--- config.mk ---
export PLATFORM = sky130hd
export DESIGN_NAME = multicycle_control
export DESIGN_NICKNAME = d
export VERILOG_FILES = /design/src/rtl/multicycle_control.sv
export SDC_FILE = /design/constraint.sdc
export NUM_CORES = 1
export LEC_CHECK = 0
export BUFFER_PORTS_ARGS = -buffer_cell sky130_fd_sc_hd__buf_2
export CAP_MARGIN = 20
export CORE_ASPECT_RATIO = 1.25
export CORE_MARGIN = 2
export CORE_UTILIZATION = 53
export CTS_CLUSTER_SIZE = 10
export DETAILED_ROUTE_END_ITERATION = 10
export PLACE_DENSITY = 0.84
export SKIP_LAST_GASP = 1
export SYNTH_ARGS = -nofsm -noshare
export SYNTH_HDL_FRONTEND = slang
export SYNTH_SLANG_ARGS = --single-unit
--- constraint.sdc ---
create_clock -name iCLK -period 2.18 [get_ports iCLK]
set_clock_uncertainty 0.15 [all_clocks]
set_input_delay 0.436 -clock iCLK [delete_from_list [all_inputs] [get_ports iCLK]]
set_output_delay 0.436 -clock iCLK [all_outputs]
set_load 0.05 [all_outputs]
--- src/rtl/multicycle_control.sv ---
// Main control FSM of the multicycle RV32I core.
// Sequences fetch/decode/execute/memory/writeback from the latched opcode,
// handshakes with the shared memory, and counts retired instructions.
//
// Ports:
//   iCLK, iRST_N   clock, asynchronous active-low reset
//   iOpcode        instr[6:0] from the IR (valid from DECODE onward)
//   iZero          ALU zero flag (consumed by the datapath PC-write gate)
//   iMemReady      memory finished the current read/write this cycle
//   oALUOp         00=ADD 01=SUB 10=funct decode
//   oALUSrcA       00=PC 01=rs1 10=oldPC
//   oALUSrcB       00=rs2 01=const 4 10=imm
//   oIorD          memory address select: 0=PC 1=ALUOut
//   oMemRead/oMemWrite  memory requests, held until iMemReady
//   oIRWrite       latch instruction and oldPC
//   oRegWrite      register-file write enable
//   oWBSel         00=ALUOut 01=MDR 10=PC+4
//   oPCWrite       unconditional PC load
//   oPCWriteCond   PC load when iZero
//   oPCSource      0=ALU result 1=ALUOut
//   oIllegal       one-cycle pulse on an unsupported opcode
//   oInstret       retired-instruction count (wraps)
module multicycle_control #(
  parameter int unsigned CNT_W = 32
) (
  input  logic             iCLK,
  input  logic             iRST_N,
  input  logic [6:0]       iOpcode,
  input  logic             iZero,
  input  logic             iMemReady,
  output logic [1:0]       oALUOp,
  output logic [1:0]       oALUSrcA,
  output logic [1:0]       oALUSrcB,
  output logic             oIorD,
  output logic             oMemRead,
  output logic             oMemWrite,
  output logic             oIRWrite,
  output logic             oRegWrite,
  output logic [1:0]       oWBSel,
  output logic             oPCWrite,
  output logic             oPCWriteCond,
  output logic             oPCSource,
  output logic             oIllegal,
  output logic [CNT_W-1:0] oInstret
);

  localparam logic [6:0] OPC_R    = 7'b0110011;
  localparam logic [6:0] OPC_I    = 7'b0010011;
  localparam logic [6:0] OPC_LW   = 7'b0000011;
  localparam logic [6:0] OPC_SW   = 7'b0100011;
  localparam logic [6:0] OPC_BEQ  = 7'b1100011;
  localparam logic [6:0] OPC_JAL  = 7'b1101111;
  localparam logic [6:0] OPC_LUI  = 7'b0110111;

  localparam logic [1:0] ALU_ADD = 2'b00;
  localparam logic [1:0] ALU_SUB = 2'b01;
  localparam logic [1:0] ALU_ANY = 2'b10;

  localparam logic [1:0] SA_PC    = 2'b00;
  localparam logic [1:0] SA_RS1   = 2'b01;
  localparam logic [1:0] SA_OLDPC = 2'b10;

  localparam logic [1:0] SB_RS2   = 2'b00;
  localparam logic [1:0] SB_FOUR  = 2'b01;
  localparam logic [1:0] SB_IMM   = 2'b10;

  localparam logic [1:0] WB_ALU   = 2'b00;
  localparam logic [1:0] WB_MDR   = 2'b01;
  localparam logic [1:0] WB_PC4   = 2'b10;

  typedef enum logic [3:0] {
    FETCH, DECODE, MEMADR, MEMRD, MEMWB, MEMWR,
    EXEC_R, EXEC_I, ALUWB, BRANCH, JAL, LUI
  } state_t;

  state_t state, state_nxt;
  logic   retire_c;

  // Zero flag is only used by the datapath's conditional PC write.
  logic unused_zero;
  assign unused_zero = iZero;

  // State register.
  always_ff @(posedge iCLK or negedge iRST_N) begin
    if (!iRST_N) state <= FETCH;
    else         state <= state_nxt;
  end

  // Retired-instruction counter, bumped on the edge leaving a retiring state.
  always_ff @(posedge iCLK or negedge iRST_N) begin
    if (!iRST_N)       oInstret <= '0;
    else if (retire_c) oInstret <= oInstret + CNT_W'(1);
  end

  // Next state and control outputs. Everything is held at its idle value while
  // reset is asserted so no enable or request can pulse during reset, even if
  // iMemReady is high in FETCH.
  always_comb begin
    state_nxt    = state;
    retire_c     = 1'b0;
    oALUOp       = ALU_ADD;
    oALUSrcA     = SA_PC;
    oALUSrcB     = SB_RS2;
    oIorD        = 1'b0;
    oMemRead     = 1'b0;
    oMemWrite    = 1'b0;
    oIRWrite     = 1'b0;
    oRegWrite    = 1'b0;
    oWBSel       = WB_ALU;
    oPCWrite     = 1'b0;
    oPCWriteCond = 1'b0;
    oPCSource    = 1'b0;
    oIllegal     = 1'b0;

    if (iRST_N) begin
      case (state)
        FETCH: begin
          oMemRead = 1'b1;
          oALUSrcA = SA_PC;
          oALUSrcB = SB_FOUR;
          oALUOp   = ALU_ADD;
          if (iMemReady) begin
            oIRWrite  = 1'b1;
            oPCWrite  = 1'b1;
            state_nxt = DECODE;
          end
        end
        DECODE: begin
          // Precompute the branch/jump target into ALUOut.
          oALUSrcA = SA_OLDPC;
          oALUSrcB = SB_IMM;
          oALUOp   = ALU_ADD;
          case (iOpcode)
            OPC_LW, OPC_SW: state_nxt = MEMADR;
            OPC_R:          state_nxt = EXEC_R;
            OPC_I:          state_nxt = EXEC_I;
            OPC_BEQ:        state_nxt = BRANCH;
            OPC_JAL:        state_nxt = JAL;
            OPC_LUI:        state_nxt = LUI;
            default: begin
              oIllegal  = 1'b1;
              state_nxt = FETCH;
            end
          endcase
        end
        MEMADR: begin
          oALUSrcA  = SA_RS1;
          oALUSrcB  = SB_IMM;
          oALUOp    = ALU_ADD;
          state_nxt = (iOpcode == OPC_SW) ? MEMWR : MEMRD;
        end
        MEMRD: begin
          oMemRead = 1'b1;
          oIorD    = 1'b1;
          if (iMemReady) state_nxt = MEMWB;
        end
        MEMWB: begin
          oRegWrite = 1'b1;
          oWBSel    = WB_MDR;
          retire_c  = 1'b1;
          state_nxt = FETCH;
        end
        MEMWR: begin
          oMemWrite = 1'b1;
          oIorD     = 1'b1;
          if (iMemReady) begin
            retire_c  = 1'b1;
            state_nxt = FETCH;
          end
        end
        EXEC_R: begin
          oALUSrcA  = SA_RS1;
          oALUSrcB  = SB_RS2;
          oALUOp    = ALU_ANY;
          state_nxt = ALUWB;
        end
        EXEC_I: begin
          oALUSrcA  = SA_RS1;
          oALUSrcB  = SB_IMM;
          oALUOp    = ALU_ANY;
          state_nxt = ALUWB;
        end
        ALUWB: begin
          oRegWrite = 1'b1;
          oWBSel    = WB_ALU;
          retire_c  = 1'b1;
          state_nxt = FETCH;
        end
        BRANCH: begin
          oALUSrcA     = SA_RS1;
          oALUSrcB     = SB_RS2;
          oALUOp       = ALU_SUB;
          oPCWriteCond = 1'b1;
          oPCSource    = 1'b1;
          retire_c     = 1'b1;
          state_nxt    = FETCH;
        end
        JAL: begin
          oRegWrite = 1'b1;
          oWBSel    = WB_PC4;
          oPCWrite  = 1'b1;
          oPCSource = 1'b1;
          retire_c  = 1'b1;
          state_nxt = FETCH;
        end
        LUI: begin
          // Datapath forces the PC operand to zero for LUI.
          oALUSrcA  = SA_PC;
          oALUSrcB  = SB_IMM;
          oALUOp    = ALU_ADD;
          state_nxt = ALUWB;
        end
        default: state_nxt = FETCH;
      endcase
    end
  end

endmodule
==> results_dict.tcl <==
set metrics [dict create \
    cp_max_fo 4 \
    final_nets 325 \
    coreArea_sq_um 4160 \
    synth_compound_area_share_pct 21.7 \
    synth_xor_area_share_pct 13.2 \
    hold_viol 0 \
    synth-seq-cells 36 \
    drtIter0Drc 130 \
    status "complete, but fails checks" \
    met1Wirelength_microns 2530 \
    final_cell_mix "buf_2 (47), dfrtp_1 (33), buf_4 (24)" \
    num_vias 2127 \
    layout_worst_path_cycle_share_pct 104 \
    synth_cell_types 47 \
    cts_buffers 5 \
    min_path_type "primary input to asynchronous set/reset pin" \
    num_antenna_cells 0 \
    dpl_worst_slack_ns -0.0741 \
    io_pins 60 \
    track_usage_pct 23.9 \
    drc_errors 0 \
    layout-drive-gt1-share_pct 41.1 \
    ys_seq_area_share_pct 38.7 \
    avgSynthCellArea_sq_um 9.90 \
    relSlewSlack_pct 70.5 \
    clock.fmax_mhz 441 \
    ant_nets 0 \
    cap_violations 0 \
    place.gp.congestion 0.840 \
    numPortBuffers 58 \
    setup_tns_ns -0.283 \
    setup_viol 7 \
    criticalPathCategory "flop to primary output" \
    clk_path_buf_depth 2 \
    die_area_sq_um 4940 \
    synth_mux_area_share_pct 1.34 \
    grt_max_degree 27 \
    wl_per_cell_microns 15.5 \
    clock_latency_ns 0.28 \
    layout_commonest_cell "buf_2" \
    num_rows 26 \
    antenna_found_initial 0 \
    routed_wl_microns 5720 \
    p_leak_uw 0.00152 \
    dp_hpwl_microns 3940 \
    ys_warn_count 0 \
    cp.arrival_ns 1.68 \
    gr-total-overflow 0 \
    dieWidth_microns 63.3 \
    top_layer "met4" \
    area_growth_syn_to_layout_pct 33.9 \
    cp_data_required_time_ns 1.59 \
    met3_length_microns 279 \
    clkSlewWorstSetupHoldPaths_ns 0.07 \
    synth_enable_flop_cells 0 \
    syn_inst 235 \
    ir_drop_uv 454 \
    die_h_microns 78.1 \
    grt_first_pass_wirelength_microns 9500 \
    cts.sinks 36 \
    synth_top_family_by_area "compound AO/OA/AOI/OAI gates" \
    async_reset_ff_share_pct 100 \
    synth_area_sq_um 2330 \
    cts-htree-levels 2 \
    utilization_pct 74.8 \
    wl_met2_microns 2850 \
    rsz0062_at_grt "true" \
    fin_area_sq_um 3110 \
    cts_root_buf "clkbuf_8" \
    ys.flop_type "dfrtp_1" \
    initial_core_util_pct 55.9 \
    violations "negative setup slack" \
    fin_crit_ns 2.27 \
    worst_pin_slew_ns 0.432 \
    slew_violations 0 \
    synthAdderAreaFrac_pct 0.538 \
    start_kind "flop" \
    placed_area_sq_um 2860 \
    firstDrtPassIters 4 \
    cts_tree "built" \
    grt_pass1_vias 1985 \
    synth_fp_nets 247 \
    synth-simple-area-share_pct 20.3 \
    layout_setup_ws_ns -0.0875 \
    power_density_nw_per_um2 669 \
    critPathCaptureType "primary output" \
    viasPerCell 5.75 \
]
==> cells in the mapped netlist (all sizes together), types with 3 or more instances <==
library cell / n / area [sq um]
dfrtp: 36 / 901
xnor2: 18 / 158
xor2: 17 / 149
nand2: 14 / 52.6
and3: 11 / 68.8
a2111oi: 10 / 156
nor2: 10 / 37.5
a21oi: 9 / 45.0
clkbuf: 9 / 33.8
o211ai: 9 / 67.6
a211oi: 8 / 60.1
inv: 7 / 26.3
nor3: 7 / 35.0
and2: 6 / 37.5
and4: 6 / 52.6
buf: 6 / 37.5
nand3: 5 / 25.0
o2111ai: 5 / 43.8
a21o: 4 / 37.5
nand4: 4 / 31.3
nand3b: 3 / 22.5
nor2b: 3 / 18.8
o21ai: 3 / 15.0
or3b: 3 / 26.3
==> sequential cells by signal, summed over array words and instances, names as in the netlist <==
register,flops
oInstret,32
state,4
==> final cells by class <==
cell class / instances / area (sq um)
Tap cell: 56 / 70.1
Fill cell: 324 / 1050
Clock buffer: 8 / 90.1
Timing Repair Buffer: 86 / 604
Multi-Input combinational cell: 177 / 1420
Inverter: 7 / 30.0
Sequential cell: 36 / 905
==> stage by stage <==
stage	instances	power, uW	hold WS [ns]
after floorplan	235	1260	-0.00959
after global placement	357	1460	0.239
after detailed placement	357	1470	0.238
after CTS	367	2010	0.108
after global routing	370	2170	0.127
final	370	2080	0.119
==> repair_timing <==
item	CTS	global route
hold buffers	1	0
setup endpoints to repair	12	16
cloned	0	0
buffers inserted	1	3
pin swaps	6	2
resized for setup	24	14
endpoints found under the hold margin	1	0
==> power breakdown <==
part	switching [uW]	internal (uW)	total, uW
Clock	225	258	483
Combinational	499	324	823
Sequential	68.6	709	777
==> metal layers <==
layer	vias to the layer above	track usage, %
met5	-	0
met4	0	7.61
met3	8	4.15
met2	69	39.4
met1	1023	32.3
li1	1027	-
==> cells by family (layout without fill, tap and decap cells) <==
logic type / count (synthesis) / after routing
AND/OR/NAND/NOR: 81 / 81
multiplexers: 3 / 3
XOR/XNOR: 35 / 35
buffers and inverters: 22 / 101
AO/OA/AOI/OAI: 57 / 57
adder cells (fa/ha/maj): 1 / 1
flip-flops: 36 / 36
==> path summary, 6_finish.rpt <==
check | startpoint | slack [ns] | cells after the start | endpoint
min reg2reg | oInstret[31]$_DFFE_PN0P_ | 0.32 | 1 | oInstret[31]$_DFFE_PN0P_
min | iRST_N | 0.12 | 3 | oInstret[6]$_DFFE_PN0P_
max in group asynchronous | iRST_N | 1.24 | 3 | oInstret[14]$_DFFE_PN0P_
max reg2reg | state[2]$_DFFE_PN0P_ | 0.20 | 6 | oInstret[1]$_DFFE_PN0P_
max | state[2]$_DFFE_PN0P_ | -0.09 | 5 | oPCWrite
min in group iCLK | oInstret[31]$_DFFE_PN0P_ | 0.32 | 1 | oInstret[31]$_DFFE_PN0P_
==> critical path, cell delays in order (launching register included) <==
cell and delay [ns]:
dfrtp_1 0.41, or3b_4 0.44, nor3_4 0.14, and2_4 0.16, or2_4 0.11, buf_8 0.13
(Power assumes the default switching activity.)
